[config.mk]
export PLATFORM = sky130hd
export DESIGN_NAME = uart_rx_fifo_feeder
export DESIGN_NICKNAME = d
export VERILOG_FILES = /design/src/rtl/kianv_uart_pkg.sv /design/src/rtl/uart_rx_fifo_feeder_sync2.sv /design/src/rtl/uart_rx_fifo_feeder.sv
export SDC_FILE = /design/constraint.sdc
export NUM_CORES = 1
export LEC_CHECK = 0
export BUFFER_PORTS_ARGS = -buffer_cell sky130_fd_sc_hd__clkbuf_2
export CAP_MARGIN = 10
export CORE_MARGIN = 2
export CORE_UTILIZATION = 25
export DETAILED_ROUTE_END_ITERATION = 10
export MAX_ROUTING_LAYER = met4
export PLACE_DENSITY = 0.53
export SLEW_MARGIN = 30
export SYNTH_ARGS = -nofsm -noshare
export SYNTH_HDL_FRONTEND = slang
export SYNTH_SLANG_ARGS = --single-unit
[constraint.sdc]
create_clock -name clk -period 2.2 [get_ports clk]
set_clock_uncertainty 0.15 [all_clocks]
set_input_delay 0.44 -clock clk [delete_from_list [all_inputs] [get_ports clk]]
set_output_delay 0.44 -clock clk [all_outputs]
set_load 0.01 [all_outputs]
[src/rtl/kianv_uart_pkg.sv]
// ---------------------------------------------------------------------------
// kianv_uart_pkg
// Shared definitions for the UART front ends.
//   rx_state_t      : receiver FSM states (IDLE, START, DATA, STOP, BREAK)
//   DIV_MIN         : smallest usable bit-period divisor; smaller values clamp
//   FRAME_DATA_BITS : data bits per 8N1 frame
//   FRAME_STOP_BITS : stop bits per 8N1 frame
// ---------------------------------------------------------------------------
package kianv_uart_pkg;

    typedef enum logic [2:0] {
        ST_IDLE  = 3'd0,
        ST_START = 3'd1,
        ST_DATA  = 3'd2,
        ST_STOP  = 3'd3,
        ST_BREAK = 3'd4
    } rx_state_t;

    localparam int DIV_MIN         = 2;
    localparam int FRAME_DATA_BITS = 8;
    localparam int FRAME_STOP_BITS = 1;

endpackage

[src/rtl/uart_rx_fifo_feeder_sync2.sv]
// ---------------------------------------------------------------------------
// sync2
// Generic two-flop synchronizer for a single asynchronous input.
//   clk    : destination clock
//   resetn : asynchronous active-low reset; both flops load RESET_VALUE
//   d      : asynchronous input
//   q      : synchronized output (two clk cycles of latency)
// ---------------------------------------------------------------------------
module sync2 #(
    parameter logic RESET_VALUE = 1'b0
) (
    input  logic clk,
    input  logic resetn,
    input  logic d,
    output logic q
);

    logic meta;

    always_ff @(posedge clk or negedge resetn) begin
        if (!resetn) begin
            meta <= RESET_VALUE;
            q    <= RESET_VALUE;
        end else begin
            meta <= d;
            q    <= meta;
        end
    end

endmodule

[src/rtl/uart_rx_fifo_feeder.sv]
// ---------------------------------------------------------------------------
// uart_rx_fifo_feeder
// 8N1 UART receiver that pushes each good byte into a downstream FIFO.
//   clk       : system clock
//   resetn    : asynchronous active-low reset
//   rx        : raw serial line (asynchronous, idle high)
//   div       : clk cycles per bit, latched at start-bit detection (0/1 -> 2)
//   dout      : received byte, valid while push=1, held until the next push
//   push      : one-cycle FIFO write strobe
//   full      : FIFO full flag, looked at only in the stop-sample cycle
//   frame_err : one-cycle pulse, stop bit sampled low
//   overrun   : one-cycle pulse, good byte dropped because full=1
//   busy      : high whenever the receiver is not idle
//   state     : current FSM state, exported for debug/checkers
//
// Handshake: push is a write strobe with no back-pressure; a byte is offered
// only when full=0 in the stop-sample cycle, otherwise it is dropped and
// overrun pulses instead.
// ---------------------------------------------------------------------------
module uart_rx_fifo_feeder
    import kianv_uart_pkg::*;
#(
    parameter int DATA_WIDTH = 8,
    parameter int DIV_WIDTH  = 16
) (
    input  logic                  clk,
    input  logic                  resetn,
    input  logic                  rx,
    input  logic [DIV_WIDTH-1:0]  div,
    output logic [DATA_WIDTH-1:0] dout,
    output logic                  push,
    input  logic                  full,
    output logic                  frame_err,
    output logic                  overrun,
    output logic                  busy,
    output rx_state_t             state
);

    localparam logic [DIV_WIDTH-1:0] DIV_FLOOR = DIV_WIDTH'(DIV_MIN);
    localparam logic [2:0]           LAST_IDX  = 3'(FRAME_DATA_BITS - 1);

    logic                  rx_s;
    rx_state_t             state_n;
    logic [DIV_WIDTH-1:0]  div_c;
    logic [DIV_WIDTH-1:0]  div_l, div_l_n;
    logic [DIV_WIDTH-1:0]  cnt, cnt_n;
    logic [2:0]            idx, idx_n;
    logic [DATA_WIDTH-1:0] shreg, shreg_n;
    logic [DATA_WIDTH-1:0] dout_n;
    logic                  push_n, frame_err_n, overrun_n;

    sync2 #(.RESET_VALUE(1'b1)) u_sync (
        .clk    (clk),
        .resetn (resetn),
        .d      (rx),
        .q      (rx_s)
    );

    assign div_c = (div < DIV_FLOOR) ? DIV_FLOOR : div;
    assign busy  = (state != ST_IDLE);

    always_ff @(posedge clk or negedge resetn) begin
        if (!resetn) begin
            state     <= ST_IDLE;
            div_l     <= DIV_FLOOR;
            cnt       <= '0;
            idx       <= '0;
            shreg     <= '0;
            dout      <= '0;
            push      <= 1'b0;
            frame_err <= 1'b0;
            overrun   <= 1'b0;
        end else begin
            state     <= state_n;
            div_l     <= div_l_n;
            cnt       <= cnt_n;
            idx       <= idx_n;
            shreg     <= shreg_n;
            dout      <= dout_n;
            push      <= push_n;
            frame_err <= frame_err_n;
            overrun   <= overrun_n;
        end
    end

    // cnt holds the number of cycles left before the next sample; a sample
    // happens in the cycle where cnt reaches zero.
    always_comb begin
        state_n     = state;
        div_l_n     = div_l;
        cnt_n       = cnt;
        idx_n       = idx;
        shreg_n     = shreg;
        dout_n      = dout;
        push_n      = 1'b0;
        frame_err_n = 1'b0;
        overrun_n   = 1'b0;

        case (state)
            ST_IDLE: begin
                if (!rx_s) begin
                    // First sample lands half a bit after detection.
                    div_l_n = div_c;
                    cnt_n   = (div_c >> 1) - 1'b1;
                    state_n = ST_START;
                end
            end

            ST_START: begin
                if (cnt == '0) begin
                    if (rx_s) begin
                        state_n = ST_IDLE;
                    end else begin
                        idx_n   = '0;
                        cnt_n   = div_l - 1'b1;
                        state_n = ST_DATA;
                    end
                end else begin
                    cnt_n = cnt - 1'b1;
                end
            end

            ST_DATA: begin
                if (cnt == '0) begin
                    // LSB arrives first, so shifting in from the top leaves
                    // bit 0 in place after the eighth sample.
                    shreg_n = {rx_s, shreg[DATA_WIDTH-1:1]};
                    cnt_n   = div_l - 1'b1;
                    if (idx == LAST_IDX) begin
                        state_n = ST_STOP;
                    end else begin
                        idx_n = idx + 1'b1;
                    end
                end else begin
                    cnt_n = cnt - 1'b1;
                end
            end

            ST_STOP: begin
                if (cnt == '0) begin
                    if (rx_s) begin
                        if (!full) begin
                            push_n = 1'b1;
                            dout_n = shreg;
                        end else begin
                            overrun_n = 1'b1;
                        end
                        state_n = ST_IDLE;
                    end else begin
                        frame_err_n = 1'b1;
                        state_n     = ST_BREAK;
                    end
                end else begin
                    cnt_n = cnt - 1'b1;
                end
            end

            ST_BREAK: begin
                // Hold off until the line idles so a stuck-low line is not
                // decoded as a string of zero bytes.
                if (rx_s) begin
                    state_n = ST_IDLE;
                end
            end

            default: begin
                state_n = ST_IDLE;
            end
        endcase
    end

endmodule
[Yosys cells after proc, flatten, opt, wreduce, memory -nomap -nowiden]
Index checks and enable logic that the tools add are counted.
Widths: inputs -> output; s select.
Word-level totals
  flip-flop bits (word level): 59
  latch bits: 0
  RAM bits: 0
  bits in read-only memories: 0
  input bits: 20
  memories kept: 0
Operators by class
  add/subtract/negate cells: 4
  multipliers: 0
  div/mod/pow operators: 0
  magnitude comparators: 1
  equal/unequal tests: 15
  shifts and indexed selects: 0
  mux-type cells: 32
  bitwise gates (word level): 2
  reduce and logical (&&, ||, !) cells: 11
Operator list (count)
  $mux 16: 6
  $pmux 16 s4: 1
  $mux 3: 11
  $sub 16x1->16 const B: 2
  $logic_not 16->1: 1
  $lt 16x2->1 const B: 1
  $ne 2x2->1 const B: 8
  $sub 15x1->16 const B: 1
  $pmux 3 s5: 1
  $mux 1: 11
  $reduce_and 4->1: 2
  $eq 3x2->1 const B: 2
  $eq 3x3->1 const B: 2
  $pmux 3 s2: 1
  $reduce_and 6->1: 1
  $reduce_and 5->1: 1
  $reduce_and 2->1: 2
  $reduce_bool 4->1: 1
  $add 3x1->3 const B: 1
  $eq 3x1->1 const B: 1
  $logic_not 3->1: 1
  $ne 3x3->1 const B: 1
  $reduce_bool 3->1: 1
  $mux 2: 1
  3 further kinds: 4

[Longest topological paths before layout]
  depth after elaboration: 5
  gate-level depth with buffers: 11

[By module]
A second synthesis with hierarchy kept.
Second synthesis, totals
  cells, all modules: 375
  area total of the unflattened synthesis: 3472.1 um2
By module, submodules not included
  uart_rx_fifo_feeder: times used 1, cells an instance 373, area an instance 3419.5 um2, sequential area each 1427.6 um2
  sync2: times used 1, cells an instance 2, area an instance 52.6 um2, sequential area each 52.6 um2

[Least setup slack after synthesis]
Ideal clock, no wire load.
  path type: input port to flip-flop
  start: input port div[9]
  end: register cnt[14]
  data arrival time: 2.426 ns
  required time: 1.922 ns
  setup slack: -0.503 ns
  stages: 11
  buffers on the path: 1
  cells stage by stage: clkbuf_2 -> or4_4 -> nor3_1 -> a31oi_1 -> ha_1 -> or4b_2 -> nor4_1 -> xnor2_1 -> o22ai_1 -> a21oi_1 -> o21ai_0
Between the ends
  longest elaborated chain between the ends: 5
Ends and longest elaborated chain
  start: declaration: line uart_rx_fifo_feeder.sv:29  | input logic [DIV_WIDTH-1:0] div,
  $lt 16x2->1: line uart_rx_fifo_feeder.sv:59  | assign div_c = (div < DIV_FLOOR) ? DIV_FLOOR : div;
  $mux 16 *: line uart_rx_fifo_feeder.sv:59
  $sub 15x1->16 *: line uart_rx_fifo_feeder.sv:104  | cnt_n = (div_c >> 1) - 1'b1;
  $mux 16 *: line uart_rx_fifo_feeder.sv:101  | if (!rx_s) begin
  $pmux 16 s4 *: line uart_rx_fifo_feeder.sv:99  | case (state)
  end signal: assignment: line uart_rx_fifo_feeder.sv:76  | cnt <= cnt_n;
  end: declaration: line uart_rx_fifo_feeder.sv:46  | logic [DIV_WIDTH-1:0] cnt, cnt_n;
Every way passes the cells marked *; elsewhere a longest branch is shown, timed or not. The select of a mux whose other input is x is not followed.
A chain may end at the register's enable or synchronous reset.

[Worst setup path in the final report]
  start: input port div[12]
  end: register cnt[10]
Between the ends
  longest elaborated chain between the ends: 5
Ends and longest elaborated chain (line)
  $lt 16x2->1: uart_rx_fifo_feeder.sv:59
  $mux 16: uart_rx_fifo_feeder.sv:59
  $sub 15x1->16: uart_rx_fifo_feeder.sv:104
  $mux 16: uart_rx_fifo_feeder.sv:101
  $pmux 16 s4: uart_rx_fifo_feeder.sv:99
Every way passes these cells. The select of a mux whose other input is x is not followed.

==> flow_summary.ini <==
[timing]
setup_slack_ps = -81.5
fmax_ghz = 0.438
final_hold_viol_count = 0
slew_headroom_pct = 68.0
min_period_over_period_pct = 104
fin_crit_ps = 2280
whs_ps = 37.8
rsz0062_at_grt = true
worst_slew_pin_slew_ps = 480
setup_viol = 7
slew_viol_final = 0

[setup_path]
crit_family = simple AND/OR/NAND/NOR gates
crit_path_top_delay_cell = or4_4
cp.arrival_ps = 2350
crit_path_cell_trace = buf_6 > or4_4 > nor3_4 > a31oi_2 > ha_2 > nand2b_4 > nor3_2 > nand2_1 > xor2_2 > nor2_1 > a211o_1
cp.required_ps = 2270
cp_num_buf_inv = 1
max_stage_delay_ps = 560
startpoint_type = primary input
critPathMaxFanout = 4
path_class = primary input to register
crit_path_end_kind = register

[status]
violations = setup timing
status = complete, but fails checks

[final_layout]
layout-drive-gt1-share_pct = 44.1
n_antenna_cell = 0
fillCellCount = 1399
final_area_um2 = 5320
layout.nets = 544
syn2layout_area_growth_pct = 51.5

[route]
wl_met1_um = 5020
wl_met2_um = 5470
drc = 0
routed_wl_um = 11200
drt-wirelength-per-cell_um = 15.9
drtIter0Drc = 213
via_per_inst = 4.96
first_pass_iters = 7
postRouteAntennaNets = 0
wl_met3_um = 363
vias = 3493
top_layer = met4

[floorplan]
dieArea_um2 = 15000
rows = 43
start_util_pct = 25.5
die_w_um = 122
coreArea_um2 = 13800
dieHeight_um = 122
ios = 35

[power_and_ir_drop]
peakVddDrop_v = 0.000297
power.density_nw_per_um2 = 692
p_leak_nw = 2.37

[place]
gp_congestion = 0.898
dp_hpwl_um = 7690
portBuffers = 34
place_area_um2 = 4530

[clock_tree]
cts_tree = done
cts_buffer_depth = 2
cts_buffers = 9
numClockSinks = 59
clkLatencyLatePin_ps = 330
htree_levels = 3
ctsRootBufferMaster = clkbuf_16
clk_pin_slew_ps = 50

[logic_synthesis]
syn_area_per_cell_um2 = 9.07
synth_nets = 412
synth_enable_flop_cells = 0
seq_area_frac_synth_pct = 42.2
synth_warnings = 0
ys_async_sr_fraction_pct = 100
ys.flop_type = dfrtp_1
syn-cell-area_um2 = 3510
synth_cells = 387
netlist-cell-type-count = 60
ys_ff_latch = 59

[flow_run]
max-cap-violations = 0

[global_route]
grt_antenna_before_repair = 0
grt-ovfl-total = 0
grt_pass1_wl_um = 17400
grt_max_degree = 60
grt_pass1_vias = 3374
track_usage_pct = 15.5

[min_path]
hold_path.class = primary input to register
-- placed cells by master, fill, tap and decap left out, types with 4 or more instances in the layout --
cell / Yosys / final
buf_4: 0 / 90
clkbuf_16: 0 / 9
nand2_1: 70 / 69
o22ai_2: 0 / 6
xnor2_1: 11 / 10
nor3_4: 1 / 5
mux2_2: 17 / 9
a22o_1: 4 / 4
nand4_1: 5 / 5
nor4_4: 2 / 4
o21ai_0: 26 / 20
mux2_4: 0 / 8
nor3_1: 18 / 12
nor4_2: 1 / 4
o21ai_1: 5 / 8
dfrtp_1: 56 / 56
buf_6: 1 / 11
xor2_1: 14 / 12
clkbuf_2: 2 / 32
a21oi_1: 14 / 14
inv_1: 6 / 5
or4_4: 4 / 4
nor2_1: 28 / 26
nor4_1: 12 / 7
-- power by group --
group          switching [mW]  internal [mW]  leakage [nW]
combinational           0.435          0.450          1.47
clock                   0.523          0.936         0.153
sequential              0.119           1.21         0.742
-- cell usage after synthesis, types with 3 or more instances --
| master | instances | share of area [%] |
|---|---|---|
| nand4_1 | 5 | 0.89 |
| nand2b_1 | 4 | 0.71 |
| a21oi_1 | 14 | 2.0 |
| dfstp_2 | 3 | 2.2 |
| o21ai_1 | 5 | 0.71 |
| nor4_1 | 12 | 2.1 |
| mux2i_1 | 3 | 0.86 |
| xnor2_1 | 11 | 2.7 |
| clkbuf_1 | 7 | 0.75 |
| mux2_2 | 17 | 5.5 |
| nor2b_1 | 3 | 0.53 |
| nand2_1 | 70 | 7.5 |
| nor3_1 | 18 | 2.6 |
| o21ai_0 | 26 | 3.7 |
| ha_1 | 5 | 1.8 |
| a22o_1 | 4 | 1.0 |
| nor2_1 | 28 | 3.0 |
| or4_4 | 4 | 1.3 |
| dfrtp_1 | 56 | 40 |
| a31oi_1 | 3 | 0.53 |
| inv_1 | 6 | 0.64 |
| nand3_1 | 4 | 0.57 |
| or3_1 | 4 | 0.71 |
| xor2_1 | 14 | 3.5 |
| o22ai_1 | 8 | 1.4 |
| buf_2 | 6 | 0.86 |
| or4_1 | 3 | 0.64 |
-- cell type report --
type	instances	area, um^2	area share [%]
multi-input cells	306	2270	42.7
flip-flops and latches	59	1480	27.8
repair buffers	137	1010	19.1
clock buffers	12	256	4.82
well taps	180	225	4.24
clock inverters	4	48.8	0.918
inverters	6	22.5	0.424
-- per-stage QoR --
step | setup WS [ps] | utilization [%] | instances | power, mW | TNS [ps]
after floorplan | -417 | - | 387 | 1.71 | -1630
after global placement | -405 | 32.9 | 671 | 2.14 | -4530
after detailed placement | -463 | 32.9 | 671 | 2.15 | -5180
after CTS | -35.4 | 36.5 | 695 | 3.64 | -59.1
after global routing | -168 | 38.6 | 704 | 3.86 | -1510
final | -81.5 | 38.6 | 704 | 3.68 | -392
-- flip-flops by register name, summed over array words and instances (netlist names) --
signal,flops
push,1
dout,8
idx,3
overrun,1
frame_err,1
cnt,16
u_sync.q,1
div_l,16
u_sync.meta,1
shreg,8
state,3
-- repair_timing --
action,4_1_cts,5_1_grt
endpoints found under the hold margin,56,0
setup buffers,6,7
resized for setup,29,47
endpoints found under the setup margin,30,35
hold buffers,1,0
pin swaps,21,33
gates cloned,1,2
-- cell families (layout without fill, tap and decap cells) --
logic type / Yosys count / count (layout) / synth area share (%)
simple gates: 175 / 175 / 26.1
compound gates: 81 / 81 / 14.5
flops: 59 / 59 / 42.2
xor+xnor: 25 / 25 / 6.24
buf+inv: 22 / 159 / 2.85
mux: 20 / 20 / 6.31
fa+ha+maj: 5 / 5 / 1.78
-- layer usage --
layer | vias up | global-route usage (%)
li1 | 1673 | -
met4 | 0 | 8.05
met3 | 32 | 2.70
met2 | 87 | 23.4
met5 | - | -
met1 | 1701 | 20.0
-- path summary, 6_finish.rpt --
check	slack, ps	cells past startpoint	from	to
worst min register to register	210	0	u_sync.meta	u_sync.q
worst min-delay path	40	1	rx	u_sync.meta
min in group asynchronous	510	3	resetn	dout[2]
worst max register to register	-30	8	div_l[0]	cnt[12]
worst max-delay path	-80	11	div[12]	cnt[10]
max in group asynchronous	1090	3	resetn	u_sync.q
Power figures use the tool's default switching activity.
